### src/rtl/magma_core.sv
// Iterative Magma 64-bit block cipher, one Feistel round per clock, 32 rounds per block.
// Latency 32 cycles from accepted start to done; start is ignored while busy.

module s_box (
  input  logic [31:0] din,
  output logic [31:0] dout
);

  localparam logic [3:0] PI [8][16] = '{
    '{4'hC, 4'h4, 4'h6, 4'h2, 4'hA, 4'h5, 4'hB, 4'h9, 4'hE, 4'h8, 4'hD, 4'h7, 4'h0, 4'h3, 4'hF, 4'h1},
    '{4'h6, 4'h8, 4'h2, 4'h3, 4'h9, 4'hA, 4'h5, 4'hC, 4'h1, 4'hE, 4'h4, 4'h7, 4'hB, 4'hD, 4'h0, 4'hF},
    '{4'hB, 4'h3, 4'h5, 4'h8, 4'h2, 4'hF, 4'hA, 4'hD, 4'hE, 4'h1, 4'h7, 4'h4, 4'hC, 4'h9, 4'h6, 4'h0},
    '{4'hC, 4'h8, 4'h2, 4'h1, 4'hD, 4'h4, 4'hF, 4'h6, 4'h7, 4'h0, 4'hA, 4'h5, 4'h3, 4'hE, 4'h9, 4'hB},
    '{4'h7, 4'hF, 4'h5, 4'hA, 4'h8, 4'h1, 4'h6, 4'hD, 4'h0, 4'h9, 4'h3, 4'hE, 4'hB, 4'h4, 4'h2, 4'hC},
    '{4'h5, 4'hD, 4'hF, 4'h6, 4'h9, 4'h2, 4'hC, 4'hA, 4'hB, 4'h7, 4'h8, 4'h1, 4'h4, 4'h3, 4'hE, 4'h0},
    '{4'h8, 4'hE, 4'h2, 4'h5, 4'h6, 4'h9, 4'h1, 4'hC, 4'hF, 4'h4, 4'hB, 4'h0, 4'hD, 4'hA, 4'h3, 4'h7},
    '{4'h1, 4'h7, 4'hE, 4'hD, 4'h0, 4'h5, 4'h8, 4'h3, 4'h4, 4'hF, 4'hA, 4'h6, 4'h9, 4'hC, 4'hB, 4'h2}
  };

  // Table i substitutes nibble i, counting from the least significant end.
  always_comb begin
    dout = '0;
    for (int i = 0; i < 8; i++) begin
      dout[4*i +: 4] = PI[i][din[4*i +: 4]];
    end
  end

endmodule

module magma_core (
  input  logic         clk,
  input  logic         rst_n,
  input  logic         start,
  input  logic         decrypt,
  input  logic [255:0] key,
  input  logic [63:0]  idata,
  output logic [63:0]  odata,
  output logic         busy,
  output logic         done
);

  typedef enum logic {IDLE, RUN} state_t;

  state_t       state;
  logic [4:0]   rnd;
  logic [255:0] kreg;
  logic [31:0]  a1;
  logic [31:0]  a0;
  logic         dec;

  logic [2:0]   j;
  logic [7:0]   kofs;
  logic [31:0]  rk;
  logic [31:0]  sum;
  logic [31:0]  sb;
  logic [31:0]  f;

  // Forward schedule K1..K8 x3 then K8..K1; the inverse uses the mirror order.
  always_comb begin
    if (dec) begin
      j = (rnd < 5'd8) ? rnd[2:0] : (3'd7 - rnd[2:0]);
    end else begin
      j = (rnd < 5'd24) ? rnd[2:0] : (3'd7 - rnd[2:0]);
    end
  end

  assign kofs = {~j, 5'd0};
  assign rk   = kreg[kofs +: 32];
  assign sum  = a0 + rk;

  s_box u_sbox (
    .din  (sum),
    .dout (sb)
  );

  assign f = {sb[20:0], sb[31:21]} ^ a1;

  always_ff @(posedge clk) begin
    if (!rst_n) begin
      state <= IDLE;
      rnd   <= '0;
      kreg  <= '0;
      a1    <= '0;
      a0    <= '0;
      dec   <= 1'b0;
      odata <= '0;
      busy  <= 1'b0;
      done  <= 1'b0;
    end else begin
      done <= 1'b0;
      case (state)
        IDLE: begin
          if (start) begin
            kreg  <= key;
            dec   <= decrypt;
            a1    <= idata[63:32];
            a0    <= idata[31:0];
            rnd   <= '0;
            busy  <= 1'b1;
            state <= RUN;
          end
        end
        RUN: begin
          if (rnd == 5'd31) begin
            odata <= {f, a0};
            rnd   <= '0;
            busy  <= 1'b0;
            done  <= 1'b1;
            state <= IDLE;
          end else begin
            a1  <= a0;
            a0  <= f;
            rnd <= rnd + 5'd1;
          end
        end
        default: state <= IDLE;
      endcase
    end
  end

endmodule

### config.mk
export PLATFORM = sky130hd
export DESIGN_NAME = magma_core
export DESIGN_NICKNAME = d
export VERILOG_FILES = /design/src/rtl/magma_core.sv
export SDC_FILE = /design/constraint.sdc
export NUM_CORES = 1
export LEC_CHECK = 0
export ABC_AREA = 1
export BUFFER_PORTS_ARGS = -buffer_cell sky130_fd_sc_hd__clkbuf_2
export CELL_PAD_IN_SITES_DETAIL_PLACEMENT = 0
export CELL_PAD_IN_SITES_GLOBAL_PLACEMENT = 2
export CORE_ASPECT_RATIO = 0.8
export CORE_MARGIN = 8
export CORE_UTILIZATION = 30
export CTS_CLUSTER_DIAMETER = 100
export DETAILED_ROUTE_END_ITERATION = 6
export GPL_TIMING_DRIVEN = 1
export PLACE_DENSITY = 0.78
export SLEW_MARGIN = 20
export SYNTH_ARGS = -nofsm -noshare
export SYNTH_HDL_FRONTEND = slang
export SYNTH_SLANG_ARGS = --single-unit
### constraint.sdc
create_clock -name clk -period 4.67 [get_ports clk]
set_input_delay 0.467 -clock clk [delete_from_list [all_inputs] [get_ports clk]]
set_output_delay 0.467 -clock clk [all_outputs]
set_load 0.03 [all_outputs]
==> qor.yml <==
run_status: "finished, final reports clean"
setup.worst_path.end_class: "flip-flop"
layout-area-overhead-vs-synth_pct: 23.0
place_area_um2: 23300
htree_num_levels: 2
layout.cells.non_filler: 4431
leakage_nw: 12.1
multi_input_comb_area_um2: 11200
port_buffers: 389
final-seq-area_um2: 7870
finalCritPeriodShare_pct: 93.4
rows: 85
cap_violations: 0
crit_type: "reg2reg"
grt_use_total_pct: 22.5
worst_hold_path_type: "in2reg"
synth.yosys.seq_area_share_pct: 38.6
setup_viol: 0
whs_endpoint: "kreg[153]"
clk-insertion-delay-late_ns: 0.59
hold_slack_ns: 0.104
layout-drive-gt1-share_pct: 16.5
setup.worst_path.start_class: "flip-flop"
power.density_cell_area_nw_per_um2: 410
setup.reg_to_reg.worst_slack_ns: 0.31
synth_enable_flop_cells: 0
worst_reg2reg_endpoint: "a0[30]"
timing.critical_path.depth: 28
fin_total_pwr_w: 0.0103
rsz_0062_raised_after_global_routing: "true"
finalWorstPathRequiredPeriod_ns: 4.36
drt_wl_total_um: 89900
hold_viol_final: 0
post_synth_inst_count: 3167
global_route.overflow_total: 0
dpl.hpwl_um: 68400
grt_antenna_before_repair: 0
cts_max_path_buffers: 3
grt_max_degree: 186
cp.required_ns: 5.11
crit_arrival_ns: 4.80
drt_pre_antenna_iters: 5
cell_at_the_root_of_the_clock_tree: "sky130_fd_sc_hd__clkbuf_16"
die-height_um: 249
postSynthRegisterBits: 393
placed_cells: 4346
final_antenna_net_count: 0
first_global_vias: 21600
gpl.final_weighted_congestion: 0.871
worst_path_dominant_cell_family: "simple AND/OR/NAND/NOR gates"
cts.sink_count: 393
syn-num-nets: 3563
synth-main-ff-cell: "sky130_fd_sc_hd__dfxtp_1"
timing.critical_path.slowest_cell_delay_ns: 0.38
skew_ns: 0.0186
initial_core_util_pct: 30.3
most_common_library_cell_in_the_layout_ignoring_fill_and_taps: "sky130_fd_sc_hd__nand2_1"
clkTransAtPathRegs_ns: 0.06
tightest_slew_ns: 1.03
drc: 0
worstPathBufferInverterCount: 6
global_route_wire_length_before_repair_um: 135000
fin_nets: 3879
clock.fmax_ghz: 0.229
cts_tree: "built"
fillerInstances: 7376
cts_inserted_buffers: 46
hold_path.startpoint: "key[153]"
synth.avg_cell_area_um2: 6.43
top_level_ports: 390
post_drt_wl_per_cell_um: 20.3
floorplan.core_area_um2: 67200
cp_max_fo: 17
postSynth.asyncResetShare_pct: 0
synthDistinctLibCells: 34
worst_hold_path.num_cells: 3
detail_route.vias_per_cell: 4.92
vdd_ir_drop_max_mv: 0.224
detailedRoute.firstIterationViolations: 1746
worst_path_max_delay_cell: "sky130_fd_sc_hd__fa_2"
most-common-layout-cells: "sky130_fd_sc_hd__nand2_1 (841), sky130_fd_sc_hd__nor2_1 (562), sky130_fd_sc_hd__o21ai_0 (399), sky130_fd_sc_hd__dfxtp_1 (393), sky130_fd_sc_hd__clkbuf_2 (388)"
dieWidth_um: 307
dr_total_vias: 21800
timing.rr.start: "rnd[3]"
netlist_area_um2: 20400
rr_worst_depth: 28
maxSlewHeadroom_pct: 31.1
timing.final.max_slew_violations: 0
yosysWarnings: 0
die_area_um2: 76500
postLayoutCoreUtil_pct: 37.3
postLayoutCellArea_um2: 25100
worst max path at each step:
| stage | slack (ns) | startpoint | end |
|---|---|---|---|
| global placement | -0.07 | rnd[3] | a0[30] |
| floorplan | 0.74 | rnd[3] | a0[30] |
| finish | 0.31 | rnd[3] | a0[30] |
| global route | -0.02 | rnd[3] | a0[27] |
| CTS | 0.03 | rnd[3] | a0[30] |
| detailed placement | -0.15 | rnd[3] | a0[30] |
state kept, by name, summed over array words and instances (netlist names):
register / count
kreg: 256
odata: 64
a0: 32
a1: 32
rnd: 5
busy: 1
dec: 1
done: 1
state: 1
layout make-up:
| class | count | area share (%) |
|---|---|---|
| clock buffer | 65 | 5.36 |
| multi-input combinational | 2396 | 44.9 |
| clock inverter | 17 | 0.774 |
| tap | 913 | 4.56 |
| antenna | 1 | 0.00999 |
| sequential | 393 | 31.4 |
| timing repair buffer | 446 | 9.95 |
| inverter | 200 | 3.05 |
worst reg2reg max path, delay by kind of cell, from the launching register on:
kind	cells	cell delay, ns
AOI/OAI and AO/OA	2	0.22
xor gates and xnor gates	2	0.49
adders and majority gates	3	0.90
buffers and inverters	6	0.68
DFF	1	0.37
and+or+nand+nor	15	1.56
kinds of logic (layout without fill, tap and decap cells):
| logic type | after synthesis | count (layout) | share of synthesized area, % |
|---|---|---|---|
| simple gates | 1739 | 1739 | 34.3 |
| buf+inv | 378 | 728 | 6.98 |
| flops | 393 | 393 | 38.6 |
| other cells | 0 | 1 | 0 |
| fa+ha+maj | 72 | 72 | 4.46 |
| compound gates | 552 | 552 | 14.1 |
| xor+xnor | 33 | 33 | 1.57 |
metrics by stage:
step                      TNS (ns)  setup WS (ns)
after global routing       -0.0230        -0.0218
after detailed placement    -0.176         -0.152
final                            0          0.309
after CTS                        0         0.0341
after floorplan                  0          0.736
after global placement     -0.0694        -0.0694
synthesized netlist by cell type, types with 4 or more instances:
| library cell | count | area (um2) |
|---|---|---|
| sky130_fd_sc_hd__o21ai_0 | 401 | 2010 |
| sky130_fd_sc_hd__clkbuf_1 | 155 | 582 |
| sky130_fd_sc_hd__ha_1 | 71 | 888 |
| sky130_fd_sc_hd__xor2_1 | 23 | 201 |
| sky130_fd_sc_hd__nand2_1 | 847 | 3180 |
| sky130_fd_sc_hd__clkinv_1 | 5 | 18.8 |
| sky130_fd_sc_hd__a21oi_1 | 95 | 475 |
| sky130_fd_sc_hd__o211ai_1 | 12 | 90.1 |
| sky130_fd_sc_hd__o21ai_1 | 7 | 35.0 |
| sky130_fd_sc_hd__o21bai_1 | 6 | 45.0 |
| sky130_fd_sc_hd__nand3_1 | 295 | 1480 |
| sky130_fd_sc_hd__inv_2 | 6 | 22.5 |
| sky130_fd_sc_hd__inv_1 | 189 | 709 |
| sky130_fd_sc_hd__nor3_1 | 5 | 25.0 |
| sky130_fd_sc_hd__nand2_2 | 13 | 81.3 |
| sky130_fd_sc_hd__nand3_2 | 4 | 40.0 |
| sky130_fd_sc_hd__buf_1 | 21 | 78.8 |
| sky130_fd_sc_hd__a31oi_1 | 21 | 131 |
| sky130_fd_sc_hd__dfxtp_1 | 393 | 7870 |
| sky130_fd_sc_hd__xnor2_1 | 6 | 52.6 |
| sky130_fd_sc_hd__nor2_1 | 566 | 2120 |
timing repair:
action | in CTS | in global routing
pin swaps | 0 | 2
endpoints found under the setup margin | 2 | 34
gates cloned | 0 | 1
buffers inserted | 0 | 1
gates resized for setup | 2 | 31
hold buffers | 0 | 0
hold endpoints to repair | 0 | 0
layer usage:
| metal | vias to the layer above | share of wire [%] | routed length, um | GRT usage, % |
|---|---|---|---|---|
| li1 | 10800 | - | - | - |
| met1 | 10300 | 49 | 44200 | 32.6 |
| met2 | 548 | 44 | 39600 | 35.6 |
| met3 | 86 | 4.7 | 4220 | 2.60 |
| met4 | 0 | 2.0 | 1820 | 5.27 |
| met5 | - | 0 | 0 | 0 |
power breakdown:
group	internal [W]	switching, W
clock network	0.00218	0.00153
logic	0.000930	0.00185
registers	0.00359	0.000203
No activity file was read; power rests on OpenSTA's default activity.
